<file path="config.mk">
export PLATFORM = sky130hd
export DESIGN_NAME = mux_4to1_rr_ctrl
export DESIGN_NICKNAME = d
export VERILOG_FILES = /design/src/rtl/mux_rr_pkg.sv /design/src/rtl/rr_pick4.sv /design/src/rtl/mux_4to1_rr_ctrl.sv
export SDC_FILE = /design/constraint.sdc
export NUM_CORES = 1
export LEC_CHECK = 0
export ABC_AREA = 0
export CORE_MARGIN = 8
export CORE_UTILIZATION = 40
export DETAILED_ROUTE_END_ITERATION = 12
export GPL_ROUTABILITY_DRIVEN = 0
export PLACE_DENSITY = 0.84
export SLEW_MARGIN = 20
export SYNTH_ARGS = -nofsm -noshare
export SYNTH_HDL_FRONTEND = slang
export SYNTH_SLANG_ARGS = --single-unit
</file>
<file path="constraint.sdc">
create_clock -name clk -period 1.59 [get_ports clk]
set_input_delay 0.318 -clock clk [delete_from_list [all_inputs] [get_ports clk]]
set_output_delay 0.318 -clock clk [all_outputs]
set_load 0.05 [all_outputs]
</file>
<file path="src/rtl/mux_rr_pkg.sv">
// rtl/mux_rr_pkg.sv - shared state encoding, widths and helpers for the round-robin mux controller
package mux_rr_pkg;

    localparam int SEL_W  = 2;
    localparam int NUM_CH = 4;

    localparam logic [1:0] IDLE   = 2'd0;
    localparam logic [1:0] SETTLE = 2'd1;
    localparam logic [1:0] WAIT   = 2'd2;

    // One-hot channel mask for a select value.
    function automatic logic [NUM_CH-1:0] ch_onehot(input logic [SEL_W-1:0] s);
        ch_onehot = NUM_CH'(1) << s;
    endfunction

endpackage

</file>
<file path="src/rtl/rr_pick4.sv">
// rtl/rr_pick4.sv - combinational round-robin pick of one of four requests starting at ptr
module rr_pick4
    import mux_rr_pkg::*;
(
    input  logic [NUM_CH-1:0] req,
    input  logic [SEL_W-1:0]  ptr,
    output logic [SEL_W-1:0]  winner,
    output logic              any
);

    logic [SEL_W-1:0] idx;
    logic             found;

    // Scan ptr, ptr+1, .. (mod 4) and keep the first requesting channel.
    always_comb begin
        winner = '0;
        idx    = '0;
        found  = 1'b0;
        any    = |req;
        for (int i = 0; i < NUM_CH; i++) begin
            idx = ptr + SEL_W'(i);
            if (!found && req[idx]) begin
                winner = idx;
                found  = 1'b1;
            end
        end
    end

endmodule

</file>
<file path="src/rtl/mux_4to1_rr_ctrl.sv">
// rtl/mux_4to1_rr_ctrl.sv - round-robin select controller driving mux_4to1 and capturing its output
module mux_4to1_rr_ctrl
    import mux_rr_pkg::*;
#(
    parameter int WIDTH     = 4,
    parameter int START_PTR = 0
) (
    input  logic              clk,
    input  logic              rst,
    input  logic [NUM_CH-1:0] req,
    output logic              S0,
    output logic              S1,
    input  logic [WIDTH-1:0]  Y,
    output logic [WIDTH-1:0]  dout,
    output logic              out_valid,
    input  logic              out_ready,
    output logic [NUM_CH-1:0] ack,
    output logic              busy
);

    logic [1:0]       state;
    logic [SEL_W-1:0] sel;
    logic [SEL_W-1:0] ptr;
    logic [SEL_W-1:0] winner;
    logic             any;

    rr_pick4 u_pick (
        .req    (req),
        .ptr    (ptr),
        .winner (winner),
        .any    (any)
    );

    // IDLE -> SETTLE -> WAIT -> IDLE; select is latched at grant and held until the word is accepted.
    always_ff @(posedge clk) begin
        if (rst) begin
            state     <= IDLE;
            sel       <= '0;
            dout      <= '0;
            out_valid <= 1'b0;
            ack       <= '0;
            ptr       <= SEL_W'(START_PTR);
        end else begin
            ack <= '0;
            case (state)
                IDLE: begin
                    if (any) begin
                        sel   <= winner;
                        state <= SETTLE;
                    end
                end
                SETTLE: begin
                    // Y has had a full cycle to follow the new select.
                    dout      <= Y;
                    out_valid <= 1'b1;
                    state     <= WAIT;
                end
                WAIT: begin
                    if (out_valid && out_ready) begin
                        out_valid <= 1'b0;
                        ack       <= ch_onehot(sel);
                        ptr       <= sel + SEL_W'(1);
                        state     <= IDLE;
                    end
                end
                default: state <= IDLE;
            endcase
        end
    end

    assign S0   = sel[0];
    assign S1   = sel[1];
    assign busy = (state != IDLE);

endmodule
</file>
== After elaboration in Yosys (flattened, before gate mapping) ==
Cells that the tools add are included.
Storage, ports and cells
  bits in registers: 15
  word-level logic and storage cells: 57
Cells by class
  add/subtract/negate cells: 4
  magnitude comparators: 4
  eq/ne operators: 4
  shift operators: 1
  multiplexer cells: 20
  bitwise gates (word level): 2
  reduce and logical (&&, ||, !) cells: 16
Operators with widths (number)
  less-than comparator 2 x 3 -> 1 bit, second input constant: 4
  2-to-1 mux 2 bit: 6
  binary-select mux 1 bit (select 2 bit): 4
  2-to-1 mux 1 bit: 8
  AND reduction 2 bit: 4
  one-hot mux 2 bit (3 select lines): 1
  adder 2 x 1 -> 2 bit, second input constant: 2
  adder 2 bit, second input constant: 2
  logical AND 1 bit: 4
  != test 2 bit, second input constant: 2
  nonzero test 2 bit: 2
  OR reduction 4 bit: 1
  << shifter 1 x 2 -> 4 bit, first input constant: 1
  logical NOT 1 bit: 3
  OR reduction 3 bit: 1
  equality test 2 x 1 -> 1 bit, second input constant: 1
  equality test 2 bit, second input constant: 1
  logical NOT 2 bit: 1
  NOT 1 bit: 2
  one-hot mux 1 bit (2 select lines): 1

== Depth between registers and ports, before layout ==
  word-level depth: 12
  gate-level depth with buffers: 4
  depth with buffers taken out: 3

== Hierarchy ==
From an unflattened synthesis, not the netlist that was laid out.
Unflattened totals
  cell total of the unflattened synthesis: 67
  area, all modules: 620.6 um^2
By module, submodules not included
  mux_4to1_rr_ctrl: instances 1, cells each 52, area each 543.0 um^2, sequential area each 300.3 um^2
  rr_pick4: instances 1, cells each 15, area each 77.6 um^2, sequential area each 0.0 um^2

== Worst setup path before layout ==
Ideal clock, no wire load.
  kind: flip-flop to flip-flop
  start: reg out_valid
  end: reg ptr[1]
  setup time: 86 ps
  data arrival time: 1227 ps
  required time: 1504 ps
  slack: 277 ps
  stages on the path, launching flop included: 4
  clock period less this slack: 1313 ps
  path through: dfxtp_1 > and4b_1 > nor2_1 > a211oi_1
On the way
  cells in the longest elaborated chain, start to end: 2
RTL lines
  start: declaration: line mux_4to1_rr_ctrl.sv:15  | output logic out_valid,
  start signal: assignment: line mux_4to1_rr_ctrl.sv:40  | out_valid <= 1'b0;
  start signal: assignment: line mux_4to1_rr_ctrl.sv:55  | out_valid <= 1'b1;
  start signal: assignment: line mux_4to1_rr_ctrl.sv:60  | out_valid <= 1'b0;
  logical AND 1 bit: line mux_4to1_rr_ctrl.sv:59  | if (out_valid && out_ready) begin
  AND reduction 2 bit (no source line)
  end signal: assignment: line mux_4to1_rr_ctrl.sv:42  | ptr <= SEL_W'(START_PTR);
  end signal: assignment: line mux_4to1_rr_ctrl.sv:62  | ptr <= sel + SEL_W'(1);
  end: declaration: line mux_4to1_rr_ctrl.sv:23  | logic [SEL_W-1:0] ptr;
No other way between the ends.
A chain may end at the register's enable or synchronous reset.

== Worst setup path in the final report ==
  start: in req[1]
  end: reg sel[1]
On the way
  cells in the longest elaborated chain, start to end: 12
  elaborated cells on any way between the ends: 23
  classes of those cells: mux (15); reduce/logical (8)
RTL lines
  start: declaration: line mux_4to1_rr_ctrl.sv:10  | input logic [NUM_CH-1:0] req,
  binary-select mux 1 bit (select 2 bit): line rr_pick4.sv:22  | if (!found && req[idx]) begin
  2-to-1 mux 1 bit (implied by the code): line rr_pick4.sv:22
  2-to-1 mux 1 bit: line rr_pick4.sv:22
  logical NOT 1 bit: line rr_pick4.sv:22
  logical AND 1 bit: line rr_pick4.sv:22
  2-to-1 mux 1 bit: line rr_pick4.sv:22
  logical NOT 1 bit: line rr_pick4.sv:22
  logical AND 1 bit: line rr_pick4.sv:22
  2-to-1 mux 1 bit: line rr_pick4.sv:22
  logical NOT 1 bit: line rr_pick4.sv:22
  logical AND 1 bit: line rr_pick4.sv:22
  2-to-1 mux 2 bit: line rr_pick4.sv:22
  end signal: assignment: line mux_4to1_rr_ctrl.sv:48  | sel <= winner;
  end: declaration: line mux_4to1_rr_ctrl.sv:22  | logic [SEL_W-1:0] sel;
Several ways; a longest one is shown, not always the timed one. The select of a mux whose other input is x is not followed.

==> flow_summary.json <==
{
  "netlist_top_cells_count": "dfxtp_1, nor2_1, mux2i_1, nor3_1",
  "numCtsBuffers": 3,
  "worstPathRequired_ns": 1.77,
  "finalCoreUtilization_pct": 62.1,
  "layout_min_cycle_time_ns": 1.46,
  "wl_per_cell_um": 12.7,
  "cp_slowest_cell": "or4_4",
  "period_share_pct": 91.8,
  "criticalPathCategory": "in2reg",
  "synth_async_sr_flop_share_pct": 0,
  "io_pins": 23,
  "ctsRootBufferMaster": "clkbuf_4",
  "syn2layout_area_growth_pct": 49.3,
  "hold_path.class": "in2reg",
  "p_per_area_mw_per_mm2": 970,
  "grt_max_degree": 9,
  "io_buffers": 22,
  "insertion_delay_ns": 0.28,
  "initial_core_util_pct": 41.6,
  "rsz0062_at_grt": "false",
  "crit_arrival_ns": 1.64,
  "synth.most_common_cell": "dfxtp_1",
  "place_hpwl_um": 1150,
  "cts_resized": 0,
  "wl_um": 1410,
  "crit_chain": "clkdlybuf4s50_1 -> or4_4 -> a211o_1 -> o41ai_1",
  "worstSetupEndpointType": "register",
  "dieHeight_um": 55.1,
  "r2r_slack_ns": 0.31,
  "status": "completed",
  "stdcell_area_sq_um": 913,
  "syn_inst": 67,
  "ys_types": 19,
  "p_switching_uw": 281,
  "first_pass_iters": 3,
  "dominantRegCellSynth": "dfxtp_1",
  "cts_setup_buffers": 0,
  "path_buf_inv": 1,
  "critPathMaxStageDelay_ns": 0.54,
  "synth_top_area_share_pct": 49.1,
  "dieArea_sq_mm": 0.00304,
  "via_count": 561,
  "critical_path.top_delay_family": "simple AND/OR/NAND/NOR gates",
  "register_area_sq_um": 300,
  "clkTransAtPathRegs_ns": 0.09,
  "die_w_um": 55.1,
  "synth-edff-count": 0,
  "antenna_found_initial": 0,
  "placed_area_sq_um": 882,
  "cts.sinks": 15,
  "fp-row-count": 14,
  "tritoncts": "built",
  "yosys_warnings": 0,
  "power.internal_uw": 605,
  "tightestPinTransition_ns": 0.531,
  "cts_hold_buf": 0,
  "drtAntennaViolNets": 0,
  "power_uw": 886,
  "netSwitchingFraction_pct": 31.7,
  "drv_slew": 0,
  "ctsLongestPathBuffers": 2,
  "power.share.clock_pct": 24.3,
  "multi_input_area_sq_um": 292,
  "grt_pass1_vias": 529,
  "diodes": 0,
  "synth_largest_area_cell": "dfxtp_1",
  "path_max_fanout": 4,
  "postSynthNetCount": 78,
  "synthesis.area_sq_um": 612,
  "synthTopCellsByArea": "dfxtp_1, mux2i_1, nor2_1, nor2b_1, nor3_1",
  "htree_levels": 1,
  "avgSynthCellArea_sq_um": 9.13,
  "vdd_drop_max_v": 0.000431,
  "setup_viol": 0,
  "start_kind": "input pin",
  "ys_seq_elements": 15,
  "hold_viol_final": 0,
  "drv_cap": 0,
  "dr.first_iter.drc_count": 7,
  "track_usage_pct": 9.65,
  "layout-drive-gt1-share_pct": 22.1,
  "grt_overflow": 0,
  "leakage_nw": 0.380,
  "fp.coreArea_sq_mm": 0.00147,
  "relSlewSlack_pct": 64.6,
  "nNetsFinal": 107,
  "drc_errors": 0,
  "timing.fmax_mhz": 685,
  "num-fill-cells": 126,
  "power_frac_seq_pct": 48.2,
  "grt_pass1_wl_um": 2190,
  "clock_skew_ns": 0.00332,
  "ys_seq_area_share_pct": 49.1,
  "p_comb_share_pct": 27.6,
  "vias_per_cell": 5.05
}
==> placed cells by master (no fill, tap or decap) <==
cell type	synthesis	routed
clkbuf_4	0	3
o211ai_1	1	1
dfxtp_1	15	15
nor3_1	5	5
nor2_1	10	9
clkdlybuf4s50_1	0	9
nor2b_1	4	4
inv_1	4	4
a211oi_1	2	2
a311oi_1	1	1
dlymetal6s2s_1	0	1
a211o_1	2	2
buf_12	0	3
or2b_1	1	1
o41ai_1	2	2
a21oi_1	4	4
clkbuf_1	2	1
nand2_1	4	4
or4_4	1	1
nor2_2	0	1
buf_4	0	13
nand2b_1	2	2
mux2i_1	5	5
xnor2_1	1	1
and4b_1	1	1
==> final timing paths <==
kind | from | cells past startpoint | endpoint
worst max-delay path | req[1] | 4 | sel[1]
worst min-delay path | req[0] | 4 | sel[0]
worst max register to register | state[0] | 3 | dout[0]
worst min register to register | dout[3] | 2 | dout[3]
==> power groups by stage <==
stage	combinational, mW	clock [mW]	sequential (mW)
2_1_floorplan	0.0912	0	0.481
3_3_place_gp	0.242	0	0.432
3_5_place_dp	0.246	0	0.434
4_1_cts	0.246	0.220	0.425
5_1_grt	0.262	0.243	0.430
6_report	0.244	0.215	0.427
==> worst min-delay path, cell delays in order <==
cell            delay, ns
dlymetal6s2s_1       0.13
nand2_1              0.09
nor2_1               0.09
o41ai_1              0.06
==> sequential cells by signal (all words and copies together), names as in the netlist <==
signal	flops
ack	4
dout	4
ptr	2
sel	2
state	2
out_valid	1
==> layer usage <==
metal  part of all wire, %  GRT usage [%]
met5                     0              0
met4                   1.2           6.00
met3                   6.6           1.34
met2                    49           15.5
met1                    44           11.8
==> kinds of logic (layout without fill, tap and decap cells) <==
family	count (synthesis)	count (layout)	synth area share [%]
compound gates	12	12	14.1
xor+xnor	1	1	1.43
buf+inv	6	34	3.68
flops	15	15	49.1
mux	5	5	8.18
simple gates	28	28	23.5
==> through the flow <==
| stage | hold WS (ns) | worst slack [ns] | std cells | TNS [ns] |
|---|---|---|---|---|
| after global routing | 0.500 | 0.0547 | 111 | 0 |
| after CTS | 0.515 | 0.0696 | 111 | 0 |
| after detailed placement | 0.495 | -0.227 | 107 | -0.481 |
| after global placement | 0.478 | -0.193 | 107 | -0.390 |
| after floorplan | 0.420 | 0.277 | 67 | 0 |
| final | 0.448 | 0.130 | 111 | 0 |
==> cell type report <==
cell class | count | area share (%)
Sequential cell | 15 | 32.9
Multi-Input combinational cell | 46 | 31.9
Timing Repair Buffer | 26 | 28.5
Clock buffer | 4 | 2.88
Tap cell | 16 | 2.19
Inverter | 4 | 1.64
Note: power is estimated with default switching activity, not from simulation.
